**src/rtl/mem_initiator_if.sv**
```systemverilog
// Request/response bus between the memory initiator and a registered memory responder.
interface mem_initiator_if #(
    parameter int unsigned WIDTH      = 8,
    parameter int unsigned ADDR_WIDTH = 3
);
    logic                  m_valid;
    logic                  m_wr_rd;
    logic [ADDR_WIDTH-1:0] m_addr;
    logic [WIDTH-1:0]      m_wdata;
    logic [WIDTH-1:0]      m_rdata;
    logic                  m_ready;

    modport master (
        output m_valid, m_wr_rd, m_addr, m_wdata,
        input  m_rdata, m_ready
    );

    modport slave (
        input  m_valid, m_wr_rd, m_addr, m_wdata,
        output m_rdata, m_ready
    );
endinterface

```
**src/rtl/mem_initiator.sv**
```systemverilog
// Memory sweep engine: fills a memory with seed+idx, reads it back and counts mismatches,
// with a per-transaction ready timeout.
module mem_initiator #(
    parameter int unsigned WIDTH      = 8,
    parameter int unsigned DEPTH      = 8,
    parameter int unsigned ADDR_WIDTH = $clog2(DEPTH),
    parameter int unsigned TIMEOUT    = 16
) (
    input  logic                  clk,
    input  logic                  res,
    input  logic                  start,
    input  logic [1:0]            mode,
    input  logic [WIDTH-1:0]      seed,
    mem_initiator_if.master       m,
    output logic                  busy,
    output logic                  done,
    output logic                  pass,
    output logic [ADDR_WIDTH:0]   err_count,
    output logic [ADDR_WIDTH-1:0] first_err_addr,
    output logic                  timeout
);

    localparam int unsigned WaitW = $clog2(TIMEOUT + 1);

    typedef enum logic [2:0] {StIdle, StWrite, StWgap, StRead, StRgap, StDone} state_e;

    state_e                state_q, state_d;
    logic [1:0]            mode_q, mode_d;
    logic [WIDTH-1:0]      seed_q, seed_d;
    logic [ADDR_WIDTH-1:0] idx_q, idx_d;
    logic [WaitW-1:0]      wait_q, wait_d;
    logic                  valid_q, valid_d;
    logic                  wr_q, wr_d;
    logic [ADDR_WIDTH-1:0] addr_q, addr_d;
    logic [WIDTH-1:0]      wdata_q, wdata_d;
    logic                  busy_q, busy_d;
    logic                  done_q, done_d;
    logic                  pass_q, pass_d;
    logic [ADDR_WIDTH:0]   err_q, err_d;
    logic [ADDR_WIDTH-1:0] first_q, first_d;
    logic                  to_q, to_d;

    logic                  finish;
    logic                  last;
    logic [ADDR_WIDTH-1:0] idx_next;
    logic [WIDTH-1:0]      pat_cur;

    assign last     = (idx_q == ADDR_WIDTH'(DEPTH - 1));
    assign idx_next = idx_q + ADDR_WIDTH'(1);
    assign pat_cur  = seed_q + WIDTH'(idx_q);

    always_ff @(posedge clk) begin
        if (res) begin
            state_q <= StIdle;
            mode_q  <= '0;
            seed_q  <= '0;
            idx_q   <= '0;
            wait_q  <= '0;
            valid_q <= 1'b0;
            wr_q    <= 1'b0;
            addr_q  <= '0;
            wdata_q <= '0;
            busy_q  <= 1'b0;
            done_q  <= 1'b0;
            pass_q  <= 1'b0;
            err_q   <= '0;
            first_q <= '0;
            to_q    <= 1'b0;
        end else begin
            state_q <= state_d;
            mode_q  <= mode_d;
            seed_q  <= seed_d;
            idx_q   <= idx_d;
            wait_q  <= wait_d;
            valid_q <= valid_d;
            wr_q    <= wr_d;
            addr_q  <= addr_d;
            wdata_q <= wdata_d;
            busy_q  <= busy_d;
            done_q  <= done_d;
            pass_q  <= pass_d;
            err_q   <= err_d;
            first_q <= first_d;
            to_q    <= to_d;
        end
    end

    always_comb begin
        state_d = state_q;
        mode_d  = mode_q;
        seed_d  = seed_q;
        idx_d   = idx_q;
        wait_d  = wait_q;
        valid_d = valid_q;
        wr_d    = wr_q;
        addr_d  = addr_q;
        wdata_d = wdata_q;
        busy_d  = busy_q;
        done_d  = 1'b0;
        pass_d  = pass_q;
        err_d   = err_q;
        first_d = first_q;
        to_d    = to_q;
        finish  = 1'b0;

        unique case (state_q)
            StIdle: begin
                if (start && mode != 2'd3) begin
                    mode_d  = mode;
                    seed_d  = seed;
                    idx_d   = '0;
                    wait_d  = '0;
                    err_d   = '0;
                    first_d = '0;
                    to_d    = 1'b0;
                    pass_d  = 1'b0;
                    busy_d  = 1'b1;
                    valid_d = 1'b1;
                    addr_d  = '0;
                    if (mode == 2'd1) begin
                        state_d = StRead;
                        wr_d    = 1'b0;
                    end else begin
                        state_d = StWrite;
                        wr_d    = 1'b1;
                        wdata_d = seed;
                    end
                end
            end
            StWrite, StRead: begin
                if (m.m_ready) begin
                    valid_d = 1'b0;
                    if (state_q == StWrite) begin
                        state_d = StWgap;
                    end else begin
                        state_d = StRgap;
                        if (m.m_rdata != pat_cur) begin
                            if (err_q == '0) first_d = idx_q;
                            if (err_q != (ADDR_WIDTH + 1)'(DEPTH)) err_d = err_q + 1'b1;
                        end
                    end
                end else if (wait_q == WaitW'(TIMEOUT - 1)) begin
                    to_d   = 1'b1;
                    finish = 1'b1;
                end else begin
                    wait_d = wait_q + WaitW'(1);
                end
            end
            StWgap: begin
                // The gap cycle lets the responder's registered ready fall before the next request.
                if (last) begin
                    idx_d = '0;
                    if (mode_q == 2'd2) begin
                        state_d = StRead;
                        valid_d = 1'b1;
                        wr_d    = 1'b0;
                        addr_d  = '0;
                        wait_d  = '0;
                    end else begin
                        finish = 1'b1;
                    end
                end else begin
                    idx_d   = idx_next;
                    state_d = StWrite;
                    valid_d = 1'b1;
                    wr_d    = 1'b1;
                    addr_d  = idx_next;
                    wdata_d = seed_q + WIDTH'(idx_next);
                    wait_d  = '0;
                end
            end
            StRgap: begin
                if (last) begin
                    finish = 1'b1;
                end else begin
                    idx_d   = idx_next;
                    state_d = StRead;
                    valid_d = 1'b1;
                    addr_d  = idx_next;
                    wait_d  = '0;
                end
            end
            StDone: begin
                state_d = StIdle;
            end
            default: begin
                state_d = StIdle;
            end
        endcase

        if (finish) begin
            state_d = StDone;
            valid_d = 1'b0;
            busy_d  = 1'b0;
            done_d  = 1'b1;
            pass_d  = (err_d == '0) && !to_d;
        end
    end

    assign m.m_valid      = valid_q;
    assign m.m_wr_rd      = wr_q;
    assign m.m_addr       = addr_q;
    assign m.m_wdata      = wdata_q;
    assign busy           = busy_q;
    assign done           = done_q;
    assign pass           = pass_q;
    assign err_count      = err_q;
    assign first_err_addr = first_q;
    assign timeout        = to_q;

endmodule
```
**src/flat_wrapper.sv**
```systemverilog
// flat-port wrapper written by rule: the top's interface ports become plain ports
module mem_initiator_flat 
#(
    parameter int unsigned WIDTH      = 8,
    parameter int unsigned DEPTH      = 8,
    parameter int unsigned ADDR_WIDTH = $clog2(DEPTH),
    parameter int unsigned TIMEOUT    = 16
)
  (clk, res, start, mode, seed, busy, done, pass, err_count, first_err_addr, timeout, m_m_valid, m_m_wr_rd, m_m_addr, m_m_wdata, m_m_rdata, m_m_ready);
  mem_initiator_if #(.WIDTH(WIDTH), .ADDR_WIDTH(ADDR_WIDTH)) m_i ();
  input  logic clk;
  input  logic res;
  input  logic start;
  input  logic [1:0] mode;
  input  logic [WIDTH-1:0] seed;
  output logic busy;
  output logic done;
  output logic pass;
  output logic [ADDR_WIDTH:0] err_count;
  output logic [ADDR_WIDTH-1:0] first_err_addr;
  output logic timeout;
  output wire logic [$bits(m_i.m_valid)-1:0] m_m_valid;
  output wire logic [$bits(m_i.m_wr_rd)-1:0] m_m_wr_rd;
  output wire logic [$bits(m_i.m_addr)-1:0] m_m_addr;
  output wire logic [$bits(m_i.m_wdata)-1:0] m_m_wdata;
  input wire logic [$bits(m_i.m_rdata)-1:0] m_m_rdata;
  input wire logic [$bits(m_i.m_ready)-1:0] m_m_ready;
  assign m_m_valid = m_i.m_valid;
  assign m_m_wr_rd = m_i.m_wr_rd;
  assign m_m_addr = m_i.m_addr;
  assign m_m_wdata = m_i.m_wdata;
  assign m_i.m_rdata = m_m_rdata;
  assign m_i.m_ready = m_m_ready;
  mem_initiator #(.WIDTH(WIDTH), .DEPTH(DEPTH), .ADDR_WIDTH(ADDR_WIDTH), .TIMEOUT(TIMEOUT)) u_core (.clk(clk), .res(res), .start(start), .mode(mode), .seed(seed), .m(m_i), .busy(busy), .done(done), .pass(pass), .err_count(err_count), .first_err_addr(first_err_addr), .timeout(timeout));
endmodule
```
**config.mk**
```make
export PLATFORM = sky130hd
export DESIGN_NAME = mem_initiator_flat
export DESIGN_NICKNAME = d
export VERILOG_FILES = /design/src/rtl/mem_initiator_if.sv /design/src/rtl/mem_initiator.sv /design/src/flat_wrapper.sv
export SDC_FILE = /design/constraint.sdc
export NUM_CORES = 1
export LEC_CHECK = 0
export CORE_MARGIN = 2
export CORE_UTILIZATION = 52
export DETAILED_ROUTE_END_ITERATION = 8
export PLACE_DENSITY = 0.79
export SLEW_MARGIN = 20
export SYNTH_ARGS = -nofsm -noshare
export SYNTH_HDL_FRONTEND = slang
export SYNTH_SLANG_ARGS = --single-unit
```
**constraint.sdc**
```tcl
create_clock -name clk -period 3.45 [get_ports clk]
set_input_delay 0.69 -clock clk [delete_from_list [all_inputs] [get_ports clk]]
set_output_delay 0.69 -clock clk [all_outputs]
set_load 0.005 [all_outputs]
```
==> reports/qor.yml, run 1 <==
finalPower_w: 0.00134
cts_root_buf: "clkbuf_8"
ys.flop_type: "dfxtp_1"
hold_viol_final: 0
routed_wl_um: 5870
critical_path.slowest_cell: "a311oi_2"
drc: 0
synth_commonest_cells: "dfxtp_1 (45), nor2_1 (44), a21oi_1 (41)"
synth_area_um2: 2510
cts_resized: 0
path_buf_inv: 0
post_cts_buffers: 0
synth-edff-count: 0
cts_buffer_depth: 2
setup_tns_ns: 0
drive_gt1_frac: 0.0476
clk_transition_reported_paths_ns: 0.09
timing.fmax_mhz: 357
multi_input_area_um2: 1500
vdd.ir_drop.worst_mv: 0.279
groute.usage.overall: 0.242
die_h_um: 73.5
cp.required_ns: 3.65
hold_class: "reg -> reg"
min-delay-start: "u_core.m.m_wr_rd"
skew_ns: 0.00669
cp_max_fo: 5
period_share: 0.812
num_io_pins: 46
drt_iter0_markers: 238
critPathLaunchType: "flip-flop"
cp-end-kind: "flip-flop"
cts_hold_buffers: 0
portBuffers: 45
synth.distinct_cells: 49
synth_area_leaders: "dfxtp_1 (36%), a21oi_1 (8.2%), nor2_1 (6.6%)"
antenna_left: 0
synth_seq_cells: 45
cts_buffers: 5
core_area_um2: 4690
max_slew.worst_pin.slew_ns: 0.596
yosysMostFrequentCell: "dfxtp_1"
via_per_inst: 5.81
syn_area_per_cell_um2: 7.90
vias: 2388
grt_setup_unrepaired: "false"
antenna_found_initial: 0
crit_arrival_ns: 3.00
drt-pass1-iter-count: 4
grt_max_degree: 37
slew_viol_final: 0
critical-path-max-stage-delay_ns: 0.44
rrSetupSlack_ns: 0.65
slew_headroom: 0.601
fillers: 429
worstSetupStartpoint: "u_core.idx_q[0]"
seq_area_frac_synth: 0.358
insertion_delay_ns: 0.31
worstReg2RegStart: "u_core.idx_q[0]"
dpl.cell_count: 404
htreeDepth: 2
power_density_nw_per_um2: 434
syn_to_final_growth_pct: 22.9
ys_warn_count: 0
ys_async_sr_fraction: 0
place_congestion: 0.812
p_leak_nw: 1.14
fin_area_um2: 3090
path_cells: "ha_1 -> fa_1 -> a21oi_2 -> nor2_1 -> or4_1 -> a311oi_2 -> a21oi_1 -> a32o_1"
yosysTopAreaCell: "dfxtp_1"
stdcell_count: 411
overflow: 0
wire_per_inst_um: 14.3
status: "finished clean"
die_w_um: 73.5
dp_hpwl_um: 4320
rows: 25
critical_path.top_delay_family: "compound AO/OA/AOI/OAI gates"
setup_viol: 0
grt_pass1_vias: 2264
die_area_um2: 5410
placed_area_um2: 2990
cts_sinks: 45
cts_tree: "built"
final_nets: 393
start_util: 0.536
seqCellArea_um2: 901
antennaDiodeCount: 0
crit_type: "reg -> reg"
syn_nets: 354
grt_pass1_wl_um: 10200
syn_inst: 318
synth_top_area_frac: 0.358
period_needed_ns: 2.80
maxCapViolCount: 0
-- state kept, by name, summed over array words and instances, names as in the netlist --
name,cells
u_core.busy,1
u_core.done,1
u_core.err_count,4
u_core.first_err_addr,3
u_core.idx_q,3
u_core.m.m_addr,3
u_core.m.m_valid,1
u_core.m.m_wdata,8
u_core.m.m_wr_rd,1
u_core.mode_q,2
u_core.pass,1
u_core.seed_q,8
u_core.state_q,3
u_core.timeout,1
u_core.wait_q,5
-- path summary, 6_finish.rpt --
check                                  end  depth (start not counted)
setup / recovery  u_core.first_err_addr[2]                          8
hold / removal            u_core.m.m_wr_rd                          2
setup reg to reg  u_core.first_err_addr[2]                          8
hold reg to reg           u_core.m.m_wr_rd                          2
-- cell type report --
cell class | instances | area share
Tap cell | 54 | 0.0219
Inverter | 12 | 0.0146
Clock buffer | 5 | 0.0223
Timing Repair Buffer | 48 | 0.153
Clock inverter | 2 | 0.0113
Multi-Input combinational cell | 245 | 0.485
Sequential cell | 45 | 0.291
-- placed cells by master, fill, tap and decap left out, types with 2 or more instances in the layout --
cell             synthesis  routed
and2_1                   3       3
nand4_1                  8       8
a21oi_1                 41      41
o21ai_0                  7       7
a31oi_1                  2       2
inv_1                   11      11
nor2_1                  44      44
o211ai_1                 5       5
clkbuf_8                 0       5
buf_4                    1       3
nand2_1                 38      38
fa_1                     2       2
clkdlybuf4s50_1          0      45
a21oi_2                  2       2
ha_1                    12      12
or4_1                    2       2
nor2b_1                  2       2
a32o_1                   4       4
dfxtp_1                 45      45
nand3_1                  4       4
nand2b_1                 6       6
a211o_1                  2       2
a21boi_0                 2       2
xor2_1                   7       7
mux2i_1                  4       4
or3_1                    2       2
o21a_1                   3       3
and3_1                   3       3
xnor2_1                 10      10
nor3_1                   5       5
a211oi_1                 7       7
nor4_1                   2       2
-- routing by layer --
layer | up-vias | global-route usage | part of all wire
met3 | 8 | 0.0494 | 0.039
li1 | 1190 | - | -
met5 | - | 0 | 0
met4 | 0 | 0.0808 | 0.014
met2 | 63 | 0.410 | 0.50
met1 | 1127 | 0.305 | 0.45
-- report_power, final --
| group | switching, W | leakage [nW] | internal [W] |
|---|---|---|---|
| Clock | 0.000182 | 0.0540 | 0.000211 |
| Sequential | 0.0000453 | 0.366 | 0.000559 |
| Combinational | 0.000185 | 0.721 | 0.000161 |
-- cell families (layout without fill, tap and decap cells) --
group,after synthesis,count (layout),synth area share
AO/OA/AOI/OAI,87,87,0.224
buffers and inverters,28,67,0.0448
adder cells (fa/ha/maj),14,14,0.0757
multiplexers,4,4,0.0159
XOR/XNOR,17,17,0.0592
AND/OR/NAND/NOR,123,123,0.222
flip-flops,45,45,0.358
-- worst min-delay path: cells and delay by family, from the launching register on --
family | cells | cell delay, ns
DFF | 1 | 0.32
and+or+nand+nor | 1 | 0.05
AOI/OAI and AO/OA | 1 | 0.05
-- stage by stage --
stage / utilization / setup slack (ns) / hold slack (ns)
final: 0.659 / 0.647 / 0.460
after global routing: 0.659 / 0.418 / 0.496
after floorplan: - / 0.951 / 0.437
after detailed placement: 0.637 / 0.595 / 0.452
after CTS: 0.659 / 0.650 / 0.464
after global placement: 0.637 / 0.665 / 0.444
Power figures use the tool's default switching activity.
==> run 2: changes to the inputs <==
- CORE_UTILIZATION: 52 -> 47
- PLACE_DENSITY: 0.79 -> 0.76
- clock period: 3.45 -> 2.3 ns (I/O delays scaled with it)
==> reports/qor.yml, run 2 (synthesis gave the netlist of run 1 again) <==
status: "finished, violations left"
violations: "setup timing"
power_density_nw_per_um2: 593
setup_ws_ns: -0.201
critical-path-max-stage-delay_ns: 0.41
slew_headroom: 0.699
maxCapViolCount: 0
slew_viol_final: 0
grt_pass1_wl_um: 10400
portBuffers: 45
place_congestion: 0.869
timing.fmax_mhz: 400
dp_hpwl_um: 4750
path_cells: "ha_4 -> fa_2 -> a21oi_4 -> nor2_2 -> or4_4 -> a311oi_2 -> buf_4 -> a21oi_4 -> a211o_1 -> o211ai_1"
vias: 2482
start_util: 0.489
grt_pass1_vias: 2405
holdWs_ns: 0.462
core_area_um2: 5140
period_share: 1.09
htreeDepth: 2
drt_iter0_markers: 128
antennaDiodeCount: 0
hold_class: "reg -> reg"
critical_path.top_delay_family: "compound AO/OA/AOI/OAI gates"
syn_to_final_growth_pct: 34.6
cts_tree: "built"
wire_per_inst_um: 13.7
grt_max_degree: 24
cts_hold_buffers: 0
critical_path.slowest_cell: "or4_4"
via_per_inst: 5.47
cp_max_fo: 6
vdd.ir_drop.worst_mv: 0.413
die_w_um: 77.1
rows: 26
groute.usage.overall: 0.213
setup_viol: 7
grt_setup_unrepaired: "true"
critPathLaunchType: "flip-flop"
cts_buffer_depth: 2
routed_wl_um: 6200
path_common_cell: "a21oi_4"
rrSetupSlack_ns: -0.20
cp-end-kind: "flip-flop"
die_h_um: 77.1
post-place-ws_ns: -0.205
drc: 0
max_slew.worst_pin.slew_ns: 0.452
skew_ns: 0.00579
path_buf_inv: 1
drive_gt1_frac: 0.154
cp.required_ns: 2.53
drt-pass1-iter-count: 4
num_io_pins: 46
cts_root_buf: "clkbuf_8"
insertion_delay_ns: 0.30
setup_tns_ns: -1.13
crit_type: "reg -> reg"
cts_buffers: 5
clk_transition_reported_paths_ns: 0.09
antenna_found_initial: 0
cts_sinks: 45
mostFrequentLayoutCells: "clkdlybuf4s50_1 (45), nor2_1 (43), dfxtp_1 (43)"
antenna_left: 0
p_leak_nw: 1.27
die_area_um2: 5950
crit_arrival_ns: 2.73
overflow: 0
hold_viol_final: 0
final_common_cell: "clkdlybuf4s50_1"
final_nets: 419
period_needed_ns: 2.50
==> run 2: worst register-to-register path, delay by kind of cell, from the launching register on <==
| family | cells | cell delay [ns] |
|---|---|---|
| buffers and inverters | 1 | 0.18 |
| AND/OR/NAND/NOR | 2 | 0.48 |
| adder cells (fa/ha/maj) | 2 | 0.52 |
| AO/OA/AOI/OAI | 5 | 0.90 |
| flip-flops | 1 | 0.34 |
==> run 2: cell type report <==
| cell class | count | area (um^2) |
|---|---|---|
| flip-flops and latches | 45 | 903 |
| fillers | 483 | 1760 |
| well taps | 70 | 87.6 |
| clock buffers | 6 | 82.6 |
| multi-input cells | 245 | 1580 |
| repair buffers | 74 | 668 |
| clock inverters | 2 | 13.8 |
| inverters | 12 | 45.0 |
==> run 2: what timing repair did <==
action | in CTS | in global routing
pin swaps | 1 | 8
resized for setup | 2 | 11
endpoints found under the setup margin | 8 | 11
hold endpoints to repair | 0 | 0
buffers inserted | 1 | 2
==> run 2: final timing paths <==
kind | startpoint | to | cells after the start
max | u_core.idx_q[0] | u_core.err_count[0] | 10
max reg2reg | u_core.idx_q[0] | u_core.err_count[0] | 10
min reg2reg | u_core.m.m_wr_rd | u_core.m.m_wr_rd | 2
min | u_core.m.m_wr_rd | u_core.m.m_wr_rd | 2
==> run 2: per-stage QoR <==
stage          instance area (um^2)  instances  total power [W]   util
6_report                       3380        454          0.00201  0.658
2_1_floorplan                  2530        318          0.00125      -
4_1_cts                        3310        452          0.00201  0.644
3_3_place_gp                   3200        443          0.00147  0.622
3_5_place_dp                   3200        443          0.00149  0.622
5_1_grt                        3380        454          0.00212  0.658
==> run 2: per-layer routing <==
layer  part of all wire  global-route usage  up-vias
li1                   -                   -     1246
met1               0.43               0.243     1158
met2               0.52               0.397       71
met3              0.042              0.0400        7
met4              0.010              0.0625        0
met5                  0                   0        -
==> run 2: report_power, final <==
group          internal, W  total (W)  switching [W]
registers         0.000840   0.000901      0.0000612
logic             0.000285   0.000592       0.000307
clock network     0.000244   0.000514       0.000270
total              0.00137    0.00201       0.000638
